## src/rtl/rotate_capture.sv

```systemverilog
// Reassembles the word held in a right-rotating register from its bit-0 tap and
// presents it on a valid/ready output with overrun flag. ROTCAP_PARITY_EN adds a parity port.
module rotate_capture #(
  parameter int unsigned WIDTH = 4,
  parameter int unsigned CNT_W = 8
) (
  input  logic             clk,
  input  logic             reset,
  input  logic             rotate,
  input  logic             serial_in,
  input  logic             ready,
  input  logic             clr_ovr,
  output logic [WIDTH-1:0] data_out,
  output logic             valid,
  output logic             overrun,
  output logic [CNT_W-1:0] frame_cnt
`ifdef ROTCAP_PARITY_EN
  ,
  output logic             parity
`endif
);

  localparam int unsigned CW = (WIDTH > 2) ? $clog2(WIDTH) : 1;

  typedef enum logic {IDLE, SHIFT} state_t;

  // sreg keeps only the upper WIDTH-1 bits: its lowest bit is always shifted out unused
  state_t             state_q, state_d;
  logic [WIDTH-2:0]   sreg_q, sreg_d;
  logic [CW-1:0]      cnt_q, cnt_d;
  logic [WIDTH-1:0]   word;
  logic [WIDTH-1:0]   data_d;
  logic               valid_d;
  logic               overrun_d;
  logic [CNT_W-1:0]   frame_cnt_d;
  logic               complete;
  logic               deliver;
  logic               drop;
`ifdef ROTCAP_PARITY_EN
  logic               parity_d;
`endif

  // State and output registers
  always_ff @(posedge clk or negedge reset) begin
    if (!reset) begin
      state_q   <= IDLE;
      sreg_q    <= '0;
      cnt_q     <= '0;
      data_out  <= '0;
      valid     <= 1'b0;
      overrun   <= 1'b0;
      frame_cnt <= '0;
`ifdef ROTCAP_PARITY_EN
      parity    <= 1'b0;
`endif
    end else begin
      state_q   <= state_d;
      sreg_q    <= sreg_d;
      cnt_q     <= cnt_d;
      data_out  <= data_d;
      valid     <= valid_d;
      overrun   <= overrun_d;
      frame_cnt <= frame_cnt_d;
`ifdef ROTCAP_PARITY_EN
      parity    <= parity_d;
`endif
    end
  end

  // Next-state, frame assembly and delivery
  always_comb begin
    word     = {serial_in, sreg_q};
    state_d  = state_q;
    sreg_d   = sreg_q;
    cnt_d    = cnt_q;
    complete = 1'b0;

    case (state_q)
      IDLE: begin
        if (rotate) begin
          sreg_d  = word[WIDTH-1:1];
          cnt_d   = CW'(1);
          state_d = SHIFT;
        end
      end
      SHIFT: begin
        if (!rotate) begin
          // register reloads when not rotating, so the partial frame is meaningless
          sreg_d  = '0;
          cnt_d   = '0;
          state_d = IDLE;
        end else if (cnt_q == CW'(WIDTH - 1)) begin
          complete = 1'b1;
          sreg_d   = word[WIDTH-1:1];
          cnt_d    = '0;
          state_d  = IDLE;
        end else begin
          sreg_d = word[WIDTH-1:1];
          cnt_d  = cnt_q + CW'(1);
        end
      end
      default: state_d = IDLE;
    endcase

    deliver = complete && (!valid || ready);
    drop    = complete && valid && !ready;

    data_d      = data_out;
    valid_d     = valid;
    frame_cnt_d = frame_cnt;
    overrun_d   = overrun;

    if (deliver) begin
      data_d      = word;
      valid_d     = 1'b1;
      frame_cnt_d = frame_cnt + CNT_W'(1);
    end else if (valid && ready) begin
      valid_d = 1'b0;
    end

    // a new drop outranks a same-cycle clear
    if (drop) begin
      overrun_d = 1'b1;
    end else if (clr_ovr) begin
      overrun_d = 1'b0;
    end

`ifdef ROTCAP_PARITY_EN
    parity_d = ^data_d;
`endif
  end

endmodule

```

## config.mk

```make
export PLATFORM = sky130hd
export DESIGN_NAME = rotate_capture
export DESIGN_NICKNAME = d
export VERILOG_FILES = /design/src/rtl/rotate_capture.sv
export SDC_FILE = /design/constraint.sdc
export NUM_CORES = 1
export LEC_CHECK = 0
export ABC_AREA = 0
export BUFFER_PORTS_ARGS = -buffer_cell sky130_fd_sc_hd__buf_2
export CAP_MARGIN = 20
export CORE_MARGIN = 1.5
export CORE_UTILIZATION = 50
export CTS_BUF_LIST = sky130_fd_sc_hd__clkbuf_8
export CTS_CLUSTER_DIAMETER = 40
export DETAILED_ROUTE_END_ITERATION = 7
export GPL_TIMING_DRIVEN = 1
export MAX_ROUTING_LAYER = met4
export PLACE_DENSITY = 0.75
export SYNTH_ARGS = -nofsm -noshare
export SYNTH_HDL_FRONTEND = slang
export SYNTH_SLANG_ARGS = --single-unit
```

## constraint.sdc

```tcl
create_clock -name clk -period 2.75 [get_ports clk]
set_clock_uncertainty 0.2 [all_clocks]
set_input_delay 0.55 -clock clk [delete_from_list [all_inputs] [get_ports clk]]
set_output_delay 0.55 -clock clk [all_outputs]
set_load 0.01 [all_outputs]
```

Word level (Yosys, flattened, before mapping)
Cells that the tools add are included.
{"block": "word_totals", "reg_bits": 20, "output_inout_bits": 14, "word_cells": 39}
{"block": "classes", "n_addsub": 2, "eq_ne": 2, "n_mux": 18, "bitwise": 1, "reduce_logical": 9}
{"op": "$mux 1", "count": 10}
{"op": "$add 8x1->8 const B", "count": 1}
{"op": "$mux 2", "count": 3}
{"op": "$mux 3", "count": 2}
{"op": "$pmux 3 s2", "count": 1}
{"op": "$logic_and 1x1->1", "count": 4}
{"op": "$pmux 2 s2", "count": 1}
{"op": "$reduce_bool 2->1", "count": 2}
{"op": "$add 2x1->2 const B", "count": 1}
{"op": "$eq 2x2->1 const B", "count": 1}
{"op": "$logic_not 1->1", "count": 2}
{"op": "$ne 2x2->1 const B", "count": 1}
{"op": "$pmux 1 s2", "count": 1}
{"op": "$logic_or 1x1->1", "count": 1}
{"op": "$not 1->1", "count": 1}

Logic depth before layout (Yosys ltp)
Gate-level depths: netlist of run 1.
{"block": "depth", "depth_word": 7, "mapped_depth": 4, "depth_no_buf": 4}

Least setup slack after synthesis of run 1
No wires, ideal clock.
{"block": "synth_path", "path_type": "input to register", "from": "input ready", "to": "register data_out[0]", "setup_time_ns": 0.128, "arrival_ns": 1.264, "required_ns": 2.422, "setup_slack_ns": 1.158, "stages": 3, "path_buffers": 0, "cell_sequence": "and2b_1 nor2_4 mux2_1"}
{"block": "synth_via", "elab_chain_cells": 2}
{"element": "start: declaration", "line": "11", "rtl": "input logic ready,"}
{"element": "$logic_or 1x1->1", "line": "105", "rtl": "deliver = complete && (!valid || ready);"}
{"element": "$logic_and 1x1->1", "line": "105"}
{"element": "end signal: assignment", "line": "60", "rtl": "data_out <= data_d;"}
{"element": "end: declaration", "line": "13", "rtl": "output logic [WIDTH-1:0] data_out,"}
Every way passes these cells.
A chain may end at the register's enable or synchronous reset.

Worst setup path after layout of run 1
{"block": "layout_path", "from": "register cnt_q[0]", "to": "register data_out[1]"}
{"block": "layout_via", "elab_chain_cells": 5}
{"element": "start: declaration", "line": "30", "rtl": "logic [CW-1:0] cnt_q, cnt_d;"}
{"element": "start signal: assignment", "line": "59", "rtl": "cnt_q <= cnt_d;"}
{"element": "$eq 2x2->1", "line": "92", "rtl": "end else if (cnt_q == CW'(WIDTH - 1)) begin"}
{"element": "$mux 1", "line": "92"}
{"element": "$mux 1", "line": "87", "rtl": "if (!rotate) begin"}
{"element": "$mux 1", "line": "78", "rtl": "case (state_q)"}
{"element": "$logic_and 1x1->1", "line": "105"}
Every way passes these cells.

==> run_results.csv, run 1 <==
group,metric,value,unit
outcome,status,"finished, final reports clean",
route,drt-total-wl,1.487,mm
power,switching_power,0.0002100,W
finish,syn2layout_area_growth,18.51,%
run,cap_violations,0,
floorplan,start_util,55.06,%
grt,grt_overflow,0,
synth,yosys-top-cells-area,"dfrtp_1 (58%), mux2_1 (6.6%), xor2_1 (5.1%)",
sta,rsz0062_at_grt,"false",
power,p_int,0.0005440,W
grt,antenna_found_initial,0,
synth,yosysTopAreaCell,"dfrtp_1",
worst_setup_path,cpMaxStageDelayCell,"dfrtp_1",
finish,layout-drive-gt1-share,30.34,%
placement,dpl.cell_count,101,
synth,synth_top_area_share,58.31,%
clock_tree,cts_tree,"built",
power,combPwrFrac,19.7,%
finish,layout_common_cells,"dfrtp_1 (20), buf_2 (19), nand2_1 (7), xor2_1 (5), mux2_1 (5)",
placement,io_buffers,19,
floorplan,rows,14,
synth,synth_cells,67,
clock_tree,post_cts_resized,0,
worst_setup_path,cp.arrival,1.62,ns
clock_tree,cts-hold-fix-buffers,0,
clock_tree,clockBufferDepth,2,
power,swShare,27.85,%
worst_setup_path,cp_top_family,"simple AND/OR/NAND/NOR gates",
finish,antenna-diode-count,0,
worst_setup_path,cp_max_fo,6,
sta,setup_viol,0,
clock_tree,cts_sinks,20,
sta,drv_slew,0,
worst_setup_path,timing.reg2reg.setup_slack,1.07,ns
floorplan,die_y,44.43,µm
worst_setup_path,max_stage_delay,0.37,ns
floorplan,dieWidth,44.43,µm
power,powerDensity,741.2,mW/mm²
worst_setup_path,r2r_start,"cnt_q[0]",
finish,layout.cells.most_common,"dfrtp_1",
worst_setup_path,crit_path_cell_trace,"ha_1 > nand3_2 > nor2_4 > mux2_1",
synth,ys_seq_area_share,58.31,%
grt,grt_use_total,19.25,%
power,leakage,0.5536,nW
clock_tree,postCtsSetupBuffers,0,
grt,first_global_vias,591,
grt,grt_pass1_wl,2.642,mm
sta,setup_tns,0,ns
synth,ys_types,24,
route,via_count,598,
worst_hold_path,hold_class,"primary input to async pin",
sta,worst_slew_pin_slew,0.4342,ns
floorplan,io_pins,20,
synth,ys_warn_count,0,
synth,synth_area,858.3,µm²
sta,period_needed,1.683,ns
worst_setup_path,critPathRequiredTime,2.69,ns
finish,fin_nets,98,
placement,hpwl,1.102,mm
route,wl_per_cell,14.16,µm
power,seqPwrFrac,51.5,%
worst_setup_path,startpoint_type,"flop",
placement,place_area,962.2,µm²
clock_tree,cts_buffers,3,
route,firstDrtPassIters,5,
clock_tree,clk_pin_slew_worst_paths,0.07,ns
sta,max_freq,594.2,MHz
power,power,0.0007539,W
worst_setup_path,criticalPathCategory,"flop to flop",
worst_setup_path,r2r_cells,4,
sta,hold_slack,0.02985,ns
floorplan,die_area,0.001974,mm²
worst_setup_path,r2r-end,"data_out[1]",
clock_tree,root_buffer,"clkbuf_8",
placement,place_congestion,0.7275,
worst_setup_path,worstSetupEndpointType,"flop",
finish,post-route-cell-area,0.001017,mm²
route,ant_nets,0,
sta,relSlewSlack,71.06,%
grt,grt_max_degree,21,
synth,synth_fp_nets,75,
power,power_frac_clock,28.8,%
finish,layout.cells.non_filler,105,
route,avgViaCountPerCell,5.695,
sta,finalCritPeriodShare,61.20,%
floorplan,core-area,0.001559,mm²
power,vdd_drop_max,0.5073,mV
sta,hold_viol_final,0,
route,drt_iter0_markers,15,
synth,ys_ff_latch,20,
clock_tree,insertion_delay,0.25,ns
clock_tree,htreeDepth,1,
worst_setup_path,cp.buffers_inverters,0,
synth,syn_area_per_cell,12.81,µm²
route,drc,0,
-- flip-flops by register name, indices dropped and copies added (netlist names) --
| name | flops |
|---|---|
| data_out | 4 |
| valid | 1 |
| sreg_q | 3 |
| cnt_q | 2 |
| frame_cnt | 8 |
| state_q | 1 |
| overrun | 1 |
-- layer usage --
metal	GRT usage, %	routed length, µm	up-vias
li1	-	-	285
met1	26.34	728	296
met2	28.53	676	15
met3	3.673	68	2
met4	7.273	13	0
met5	-	0	-
-- power groups by stage --
stage	logic (W)	clock network (W)	registers (W)
floorplan	0.0000681	0	0.000409
global placement	0.000147	0	0.000393
detailed placement	0.000151	0	0.000396
CTS	0.000152	0.000219	0.000390
global route	0.000169	0.000237	0.000398
finish	0.000149	0.000217	0.000389
-- synthesized netlist by cell type (all sizes together) --
cell type / instances
nand2b: 2
o21ai: 2
buf: 1
nand4: 3
inv: 1
and2: 2
nand3: 3
mux2: 5
and2b: 1
a22o: 2
o22ai: 1
nor2: 2
o21a: 1
nor4: 3
dfrtp: 20
and3: 1
xnor2: 2
nand2: 7
xor2: 5
ha: 2
nor4b: 1
-- how the worst max path moves through the flow --
stage | start | endpoint | slack, ns | cells after the start
2_1_floorplan | ready | data_out[0] | 1.16 | 3
3_3_place_gp | rotate | data_out[2] | 0.95 | 4
3_5_place_dp | rotate | data_out[1] | 0.91 | 4
4_1_cts | cnt_q[0] | data_out[1] | 1.05 | 4
5_1_grt | cnt_q[0] | frame_cnt[1] | 0.96 | 4
6_report | cnt_q[0] | data_out[1] | 1.07 | 4
-- through the flow --
| stage | worst slack (ns) | util (%) |
|---|---|---|
| global route | 0.9590 | 65.25 |
| global placement | 0.9504 | 61.72 |
| CTS | 1.047 | 65.25 |
| floorplan | 1.158 | - |
| finish | 1.067 | 65.25 |
| detailed placement | 0.9061 | 61.72 |
-- area by class of cell --
| type | count | area (µm²) |
|---|---|---|
| Fill cell | 132 | 541.8 |
| Sequential cell | 20 | 500.5 |
| Multi-Input combinational cell | 45 | 342.8 |
| Timing Repair Buffer | 19 | 95.09 |
| Clock buffer | 4 | 55.05 |
| Tap cell | 16 | 20.02 |
| Inverter | 1 | 3.754 |
-- logic make-up (layout without fill, tap and decap cells) --
family / after synthesis / count (layout) / share of synthesized area, %
muxes: 5 / 5 / 6.559
AOI/OAI and AO/OA: 6 / 6 / 4.812
DFF: 20 / 20 / 58.31
adders and majority gates: 2 / 2 / 2.915
and+or+nand+nor: 25 / 25 / 18.51
buffers and inverters: 2 / 24 / 1.749
xor gates and xnor gates: 7 / 7 / 7.143
Power figures use the tool's default switching activity.
==> inputs of run 2 (changes only) <==
clock period = 1.7 ns   (was 2.75 ns; I/O delays follow)
==> run_results.csv, run 2 (same netlist as run 1, synthesis figures left out) <==
group,metric,value,unit
clock_tree,cts_sinks,20,
floorplan,dieWidth,44.43,µm
grt,grt_max_degree,21,
power,vdd_drop_max,0.7768,mV
placement,dp_slack,-0.0007230,ns
worst_setup_path,crit_path_cell_trace,"ha_4 > nand3_4 > nor2_4 > mux2_1",
clock_tree,clockBufferDepth,2,
worst_setup_path,cp_max_fo,6,
power,power,0.001237,W
clock_tree,clk_pin_slew_worst_paths,0.07,ns
route,ant_nets,0,
clock_tree,insertion_delay,0.25,ns
clock_tree,cts_buffers,3,
clock_tree,root_buffer,"clkbuf_8",
worst_setup_path,cpMaxStageDelayCell,"dfrtp_1",
worst_setup_path,timing.reg2reg.setup_slack,0.08,ns
power,switching_power,0.0003451,W
worst_setup_path,r2r_start,"cnt_q[0]",
power,leakage,0.5678,nW
placement,place_congestion,0.7661,
placement,hpwl,1.090,mm
route,wl_per_cell,13.91,µm
route,drt-total-wl,1.502,mm
power,swShare,27.91,%
worst_setup_path,r2r_cells,4,
route,avgViaCountPerCell,5.481,
finish,largest_register,"frame_cnt",
finish,layout_common_cells,"dfrtp_1 (20), buf_2 (19), nand2_1 (7), xor2_1 (5), mux2_1 (5)",
route,drt_iter0_markers,19,
sta,relSlewSlack,71.29,%
floorplan,rows,14,
outcome,failed_checks,"design-rule violations",
worst_setup_path,r2r-end,"data_out[1]",
worst_setup_path,critPathRequiredTime,1.63,ns
finish,layout.cells.most_common,"dfrtp_1",
grt,grt_use_total,19.12,%
worst_setup_path,worstSetupEndpointType,"flop",
route,firstDrtPassIters,7,
sta,max_freq,617.0,MHz
worst_hold_path,min_path_cells,2,
floorplan,io_pins,20,
finish,largestRegisters,"frame_cnt: 8 flops, data_out: 4 flops, sreg_q: 3 flops",
finish,final_core_util,68.14,%
worst_hold_path,hold_path_end,"overrun",
sta,drv_slew,0,
worst_setup_path,cp.arrival,1.55,ns
floorplan,die_area,0.001974,mm²
route,drc,3,
clock_tree,cts_tree,"built",
sta,period_needed,1.621,ns
sta,hold_viol_final,0,
sta,worst_slew_pin_slew,0.4307,ns
finish,layout-drive-gt1-share,32.61,%
floorplan,start_util,55.06,%
clock_tree,htreeDepth,1,
sta,finalCritPeriodShare,95.34,%
finish,fin_nets,101,
finish,antenna-diode-count,0,
grt,grt_pass1_wl,2.525,mm
power,powerDensity,1164,mW/mm²
sta,setup_slack,0.07930,ns
placement,io_buffers,19,
power,p_int,0.0008914,W
route,via_count,592,
power,combPwrFrac,20.7,%
worst_hold_path,hold_class,"primary input to flop",
grt,first_global_vias,553,
floorplan,core-area,0.001559,mm²
power,seqPwrFrac,51.3,%
power,power_frac_clock,27.9,%
worst_setup_path,max_stage_delay,0.42,ns
finish,largest_reg_flops,8,
worst_hold_path,min_from,"clr_ovr",
sta,rsz0062_at_grt,"false",
grt,grt_overflow,0,
outcome,status,"finished, violations left",
run,cap_violations,0,
grt,antenna_found_initial,0,
floorplan,die_y,44.43,µm
worst_setup_path,criticalPathCategory,"flop to flop",
sta,setup_viol,0,
finish,syn2layout_area_growth,23.76,%
worst_setup_path,startpoint_type,"flop",
==> run 2: worst max-delay path by stage <==
stage / startpoint / end / depth (start not counted)
finish: cnt_q[0] / data_out[1] / 4
global route: cnt_q[0] / data_out[1] / 4
CTS: cnt_q[0] / data_out[1] / 4
detailed placement: cnt_q[0] / data_out[1] / 4
global placement: cnt_q[0] / data_out[2] / 4
floorplan: cnt_q[0] / data_out[0] / 4
==> run 2: cell type report <==
type | count | area (µm²)
clock buffer | 4 | 55.05
fill | 109 | 496.7
inverter | 1 | 3.754
multi-input combinational | 45 | 362.8
sequential | 20 | 500.5
tap | 16 | 20.02
timing repair buffer | 22 | 120.1
==> run 2: per-layer routing <==
metal / share of wire, % / GRT usage [%]
met1: 47 / 26.29
met2: 46 / 27.06
met3: 6.5 / 4.082
met4: 0.87 / 9.091
met5: 0 / -
==> run 2: worst max-delay path, delay by kind of cell (launching register included) <==
kind          cells  cell delay [ns]
fa+ha+maj         1             0.18
mux               1             0.36
flops             1             0.42
simple gates      2             0.33
==> run 2: power by group through the flow <==
stage	sequential [W]	clock (W)	combinational [W]
5_1_grt	0.000650	0.000371	0.000287
2_1_floorplan	0.000661	0	0.000110
3_5_place_dp	0.000638	0	0.000247
4_1_cts	0.000630	0.000354	0.000249
6_report	0.000634	0.000346	0.000257
3_3_place_gp	0.000633	0	0.000241
==> run 2: per-stage QoR <==
stage | instances | TNS (ns) | instance area [µm²] | hold slack (ns)
floorplan | 67 | 0 | 858.3 | -0.1556
global placement | 102 | 0 | 969.7 | 0.1033
detailed placement | 102 | -0.0007230 | 969.7 | 0.1067
CTS | 107 | 0 | 1035 | 0.09020
global route | 108 | 0 | 1062 | 0.08697
finish | 108 | 0 | 1062 | 0.09115
==> run 2: repair_timing <==
item,4_1_cts,5_1_grt
hold buffers,1,0
setup endpoints to repair,1,5
pin swaps,1,1
gates cloned,0,0
endpoints found under the hold margin,20,0
resized for setup,0,3
setup buffers,0,1
